$ cat src/rtl/fp_operand_loader.sv
// fp_operand_loader: byte-serial operand collector and result register for the FP32 multiplier.
// Optional partial-load idle timeout is built only when LOADER_TIMEOUT_EN is defined.
module fp_operand_loader #(
   parameter int unsigned TIMEOUT_CYCLES = 50_000_000
) (
   input  logic        clk,
   input  logic        reset,
   input  logic [7:0]  data_in,
   input  logic        load,
   input  logic        clear,
   input  logic [31:0] mult_result,
   input  logic [3:0]  mult_flags,
   output logic [31:0] dataA,
   output logic [31:0] dataB,
   output logic        operands_valid,
   output logic [31:0] result,
   output logic [3:0]  flags,
   output logic        result_valid,
   output logic [2:0]  byte_count,
   output logic        busy,
   output logic        timeout_err
);

   typedef enum logic [1:0] {S_IDLE, S_LOAD, S_CAPTURE, S_DONE} state_t;

   state_t      state;
   logic [63:0] ops;
   logic [5:0]  msb;

   // Byte k lands at bits 63-8k down; 63-8k == {~k, 3'b111} for k in 0..7.
   assign msb   = {~byte_count, 3'b111};
   assign dataA = ops[63:32];
   assign dataB = ops[31:0];

`ifdef LOADER_TIMEOUT_EN
   localparam int unsigned CW = (TIMEOUT_CYCLES > 2) ? $clog2(TIMEOUT_CYCLES) : 1;
   localparam logic [CW-1:0] IDLE_MAX = CW'(TIMEOUT_CYCLES - 1);

   logic [CW-1:0] idle_cnt;
   logic          expired;

   assign expired = (idle_cnt == IDLE_MAX);
`else
   assign timeout_err = 1'b0;
`endif

   always_ff @(posedge clk) begin
      if (reset || clear) begin
         state          <= S_IDLE;
         ops            <= '0;
         result         <= '0;
         flags          <= '0;
         byte_count     <= '0;
         operands_valid <= 1'b0;
         result_valid   <= 1'b0;
         busy           <= 1'b0;
`ifdef LOADER_TIMEOUT_EN
         idle_cnt       <= '0;
         timeout_err    <= 1'b0;
`endif
      end else begin
`ifdef LOADER_TIMEOUT_EN
         timeout_err <= 1'b0;
         idle_cnt    <= '0;
`endif
         case (state)
            S_IDLE: begin
               if (load) begin
                  ops[msb -: 8] <= data_in;
                  byte_count    <= 3'd1;
                  busy          <= 1'b1;
                  state         <= S_LOAD;
               end
            end
            S_LOAD: begin
               if (load) begin
                  ops[msb -: 8] <= data_in;
                  byte_count    <= byte_count + 3'd1;
                  if (byte_count == 3'd7) begin
                     busy           <= 1'b0;
                     operands_valid <= 1'b1;
                     state          <= S_CAPTURE;
                  end
               end
`ifdef LOADER_TIMEOUT_EN
               else if (expired) begin
                  ops         <= '0;
                  byte_count  <= '0;
                  busy        <= 1'b0;
                  timeout_err <= 1'b1;
                  state       <= S_IDLE;
               end else begin
                  idle_cnt <= idle_cnt + 1'b1;
               end
`endif
            end
            S_CAPTURE: begin
               result       <= mult_result;
               flags        <= mult_flags;
               result_valid <= 1'b1;
               state        <= S_DONE;
            end
            S_DONE: begin
               // A new load starts a fresh operand pair; the old result stays visible.
               if (load) begin
                  ops            <= {data_in, 56'd0};
                  byte_count     <= 3'd1;
                  operands_valid <= 1'b0;
                  result_valid   <= 1'b0;
                  busy           <= 1'b1;
                  state          <= S_LOAD;
               end
            end
            default: state <= S_IDLE;
         endcase
      end
   end

endmodule

$ cat config.mk
export PLATFORM = sky130hd
export DESIGN_NAME = fp_operand_loader
export DESIGN_NICKNAME = d
export VERILOG_FILES = /design/src/rtl/fp_operand_loader.sv
export SDC_FILE = /design/constraint.sdc
export NUM_CORES = 1
export LEC_CHECK = 0
export ABC_AREA = 1
export CORE_MARGIN = 1.5
export CORE_UTILIZATION = 49
export CTS_CLUSTER_SIZE = 8
export DETAILED_ROUTE_END_ITERATION = 16
export PLACE_DENSITY = 0.84
export SYNTH_ARGS = -nofsm -noshare
export SYNTH_HDL_FRONTEND = slang
export SYNTH_SLANG_ARGS = --single-unit
$ cat constraint.sdc
create_clock -name clk -period 3.64 [get_ports clk]
set_input_delay 0.364 -clock clk [delete_from_list [all_inputs] [get_ports clk]]
set_output_delay 0.364 -clock clk [all_outputs]
set_load 0.05 [all_outputs]
==> summary.md <==
| Metric | Value |
|---|---|
| PortBufs | `153` |
| Drt wl/cell | `14.3 um` |
| Register area share after synthesis | `0.471` |
| Post-Synth Adder-Cell Area | `0.0300` |
| Crit path capture type | `register` |
| Status | `finished clean` |
| VDD IR max | `270 uV` |
| Yosys warning count | `0` |
| Post-DRT Antenna Nets | `0` |
| Core area | `9150 um^2` |
| Cells resized by post-CTS repair | `0` |
| Final worst-path cycle share | `0.765` |
| Clk Latency, worst-skew pair | `360 ps` |
| Simple-gate share of the synthesized area | `0.319` |
| Die height | `99.8 um` |
| Tot Pwr | `2300 uW` |
| Netlist cell types | `21` |
| Net count after synthesis | `703` |
| Sw Ratio | `0.280` |
| Die ar. | `9950 um^2` |
| Remaining DRCs | `0` |
| Setup bufs post-CTS | `0` |
| HP Class | `reg -> reg` |
| HPWL after DPL | `9160 um` |
| LEAKAGE | `0.00217 uW` |
| Worst Clk Skew | `14.4 ps` |
| Hold Vio Cnt, Final | `0` |
| Num Clock Sinks | `108` |
| CP Data Arrival Time | `3070 ps` |
| Final Max Slew Viols | `0` |
| Critical Path RT | `3930 ps` |
| Gr usage total | `0.251` |
| Measured slew at the worst slew-check pin | `966 ps` |
| CTS Hold Bufs | `0` |
| Compound-Gate Fraction of Synth Area | `0.125` |
| Worst hold stages | `2` |
| CTS buffer count | `9` |
| Router iterations before antenna repair | `5` |
| Reg2reg path depth | `7` |
| Synth Area in XOR/XNOR | `0` |
| Total grt overflow | `0` |
| Via density | `5.32` |
| Initial antenna violation count | `0` |
| CTS H-tree lvls | `3` |
| Fmax | `0.359 GHz` |
| Final #Nets | `835` |
| First-pass GRT wire length | `20300 um` |
| Power per standard cell area | `363 nW/um^2` |
| Combinational family with the most area after synthesis | `simple AND/OR/NAND/NOR gates` |
| DIE WIDTH | `99.8 um` |
| Starting Density | `0.501` |
| DR iter-0 viols | `337` |
| Multiplexer area fraction after synthesis | `0` |
| Crit path launch type | `register` |
| Vias | `4737` |
| Cell area after synthesis | `4590 um^2` |
| Worst r2r src | `byte_count[0]` |
| Max_cap viols | `0` |
| TNS Setup | `0 ps` |
| Clock Pin Slew Worst Setup and Hold Paths | `100 ps` |
| Antenna diodes | `0` |
| Synthesis-stage register bit count | `108` |
| Worst-path fanout max | `20` |
| Clock root buffer | `clkbuf_8` |
| Syn Area/Cell | `7.12 um^2` |
| Clock network fraction of design power | `0.319` |
| Clock tree from TritonCTS | `built` |
| Setup CP Type | `reg -> reg` |
| Post-layout min period | `2780 ps` |
| Register share of total power | `0.529` |
| Share of cells above drive strength 1 | `0.0372` |
| Flop2flop setup slack | `860 ps` |
| Setup violation total in the final timing report | `0` |
| RSZ-0062 raised after global routing | `no` |
| Max-slew headroom | `0.352` |
| RePlAce Congestion | `0.931` |
| Routed WL | `12700 um` |
| Hold worst-path end | `result[20]` |
| Logic pwr share | `0.152` |
| Vias in the first global route | `4421` |
| Largest net degree at the start of global routing | `66` |
| IO Count | `155` |
| P&R area growth vs syn | `38.0%` |
| Syn Inst Count | `644` |
| Worst reg2reg endpoint | `ops[28]` |
| Power Internal | `1650 uW` |
| P_sw | `644 uW` |
| CTS max path bufs | `2` |
| Worst Min Path Start | `result[20]` |
| Row count | `35` |
## routing by layer
metal  wire length [um]  vias to the layer above  part of all wire  global-route usage
li1                   -                     2369                 -                   -
met1               5450                     2159              0.43               0.325
met2               6150                      171              0.48               0.406
met3                764                       38             0.060              0.0534
met4                344                        0             0.027               0.105
met5                  0                        -                 0                   0
## critical path, stage by stage (launching register included)
cell and delay [ps]:
dfxtp_1 760, clkinv_1 630, ha_1 460, nand2_1 90, nand2_1 190, nand3_1 310
nand2_1 100, a21oi_1 170
## cell type report
| type | count | area, um^2 |
|---|---|---|
| Tap cell | 111 | 139 |
| Inverter | 22 | 82.6 |
| Multi-Input combinational cell | 478 | 2180 |
| Fill cell | 769 | 2820 |
| Clock inverter | 5 | 60.1 |
| Clock buffer | 10 | 138 |
| Timing Repair Buffer | 157 | 1570 |
| Sequential cell | 108 | 2160 |
## state kept, by name, summed over array words and instances, names as in the netlist
register / cells
ops: 64
result: 32
flags: 4
byte_count: 3
state: 2
busy: 1
operands_valid: 1
result_valid: 1
## how the worst max path moves through the flow
| stage | from | to | cells after the start |
|---|---|---|---|
| 2_1_floorplan | byte_count[0] | ops[24] | 9 |
| 3_3_place_gp | byte_count[0] | ops[25] | 7 |
| 3_5_place_dp | byte_count[0] | ops[28] | 7 |
| 4_1_cts | byte_count[0] | ops[28] | 7 |
| 5_1_grt | byte_count[0] | ops[28] | 7 |
| 6_report | byte_count[0] | ops[28] | 7 |
## cell usage in the layout (no fill, tap or decap), drive strengths merged
| cell type | instances |
|---|---|
| nand2 | 195 |
| clkdlybuf4s50 | 153 |
| dfxtp | 108 |
| a21oi | 98 |
| nand3 | 79 |
| nor2 | 68 |
| inv | 21 |
| o21ai | 16 |
| ha | 11 |
| clkbuf | 10 |
| nand4 | 8 |
| buf | 4 |
| clkinv | 4 |
| or2 | 1 |
| nor3 | 1 |
| conb | 1 |
| clkinvlp | 1 |
| bufinv | 1 |
## power groups by stage
stage	clock network (uW)	registers (uW)	logic, uW
final	733	1220	349
after global routing	796	1220	378
after CTS	742	1220	345
after detailed placement	0	1240	344
after global placement	0	1240	338
after floorplan	0	1290	175
## Yosys cell counts (all sizes together)
cell type    n  share of area
clkinv       2         0.0016
nand3       79          0.089
ha          11          0.030
conb         1        0.00082
o21ai       16          0.017
clkbuf      18          0.015
nor3         1         0.0011
buf         18          0.022
dfxtp      108           0.47
or2          1         0.0014
a21oi       98           0.11
nor2        68          0.056
nand2      195           0.16
nand4        8          0.011
inv         20          0.016
## cells by family after synthesis
logic type | Yosys count
simple gates | 352
compound gates | 114
flops | 108
buf+inv | 58
fa+ha+maj | 11
other cells | 1
## through the flow
step / setup slack, ps / hold slack [ps] / instances / instance area (um^2) / util
4_1_cts: 928 / 468 / 891 / 6330 / 0.692
5_1_grt: 574 / 484 / 891 / 6330 / 0.692
3_5_place_dp: 950 / 454 / 876 / 6130 / 0.670
3_3_place_gp: 1180 / 447 / 876 / 6130 / 0.670
6_report: 856 / 465 / 891 / 6330 / 0.692
2_1_floorplan: 1380 / 504 / 644 / 4590 / -
Power figures use the tool's default switching activity.
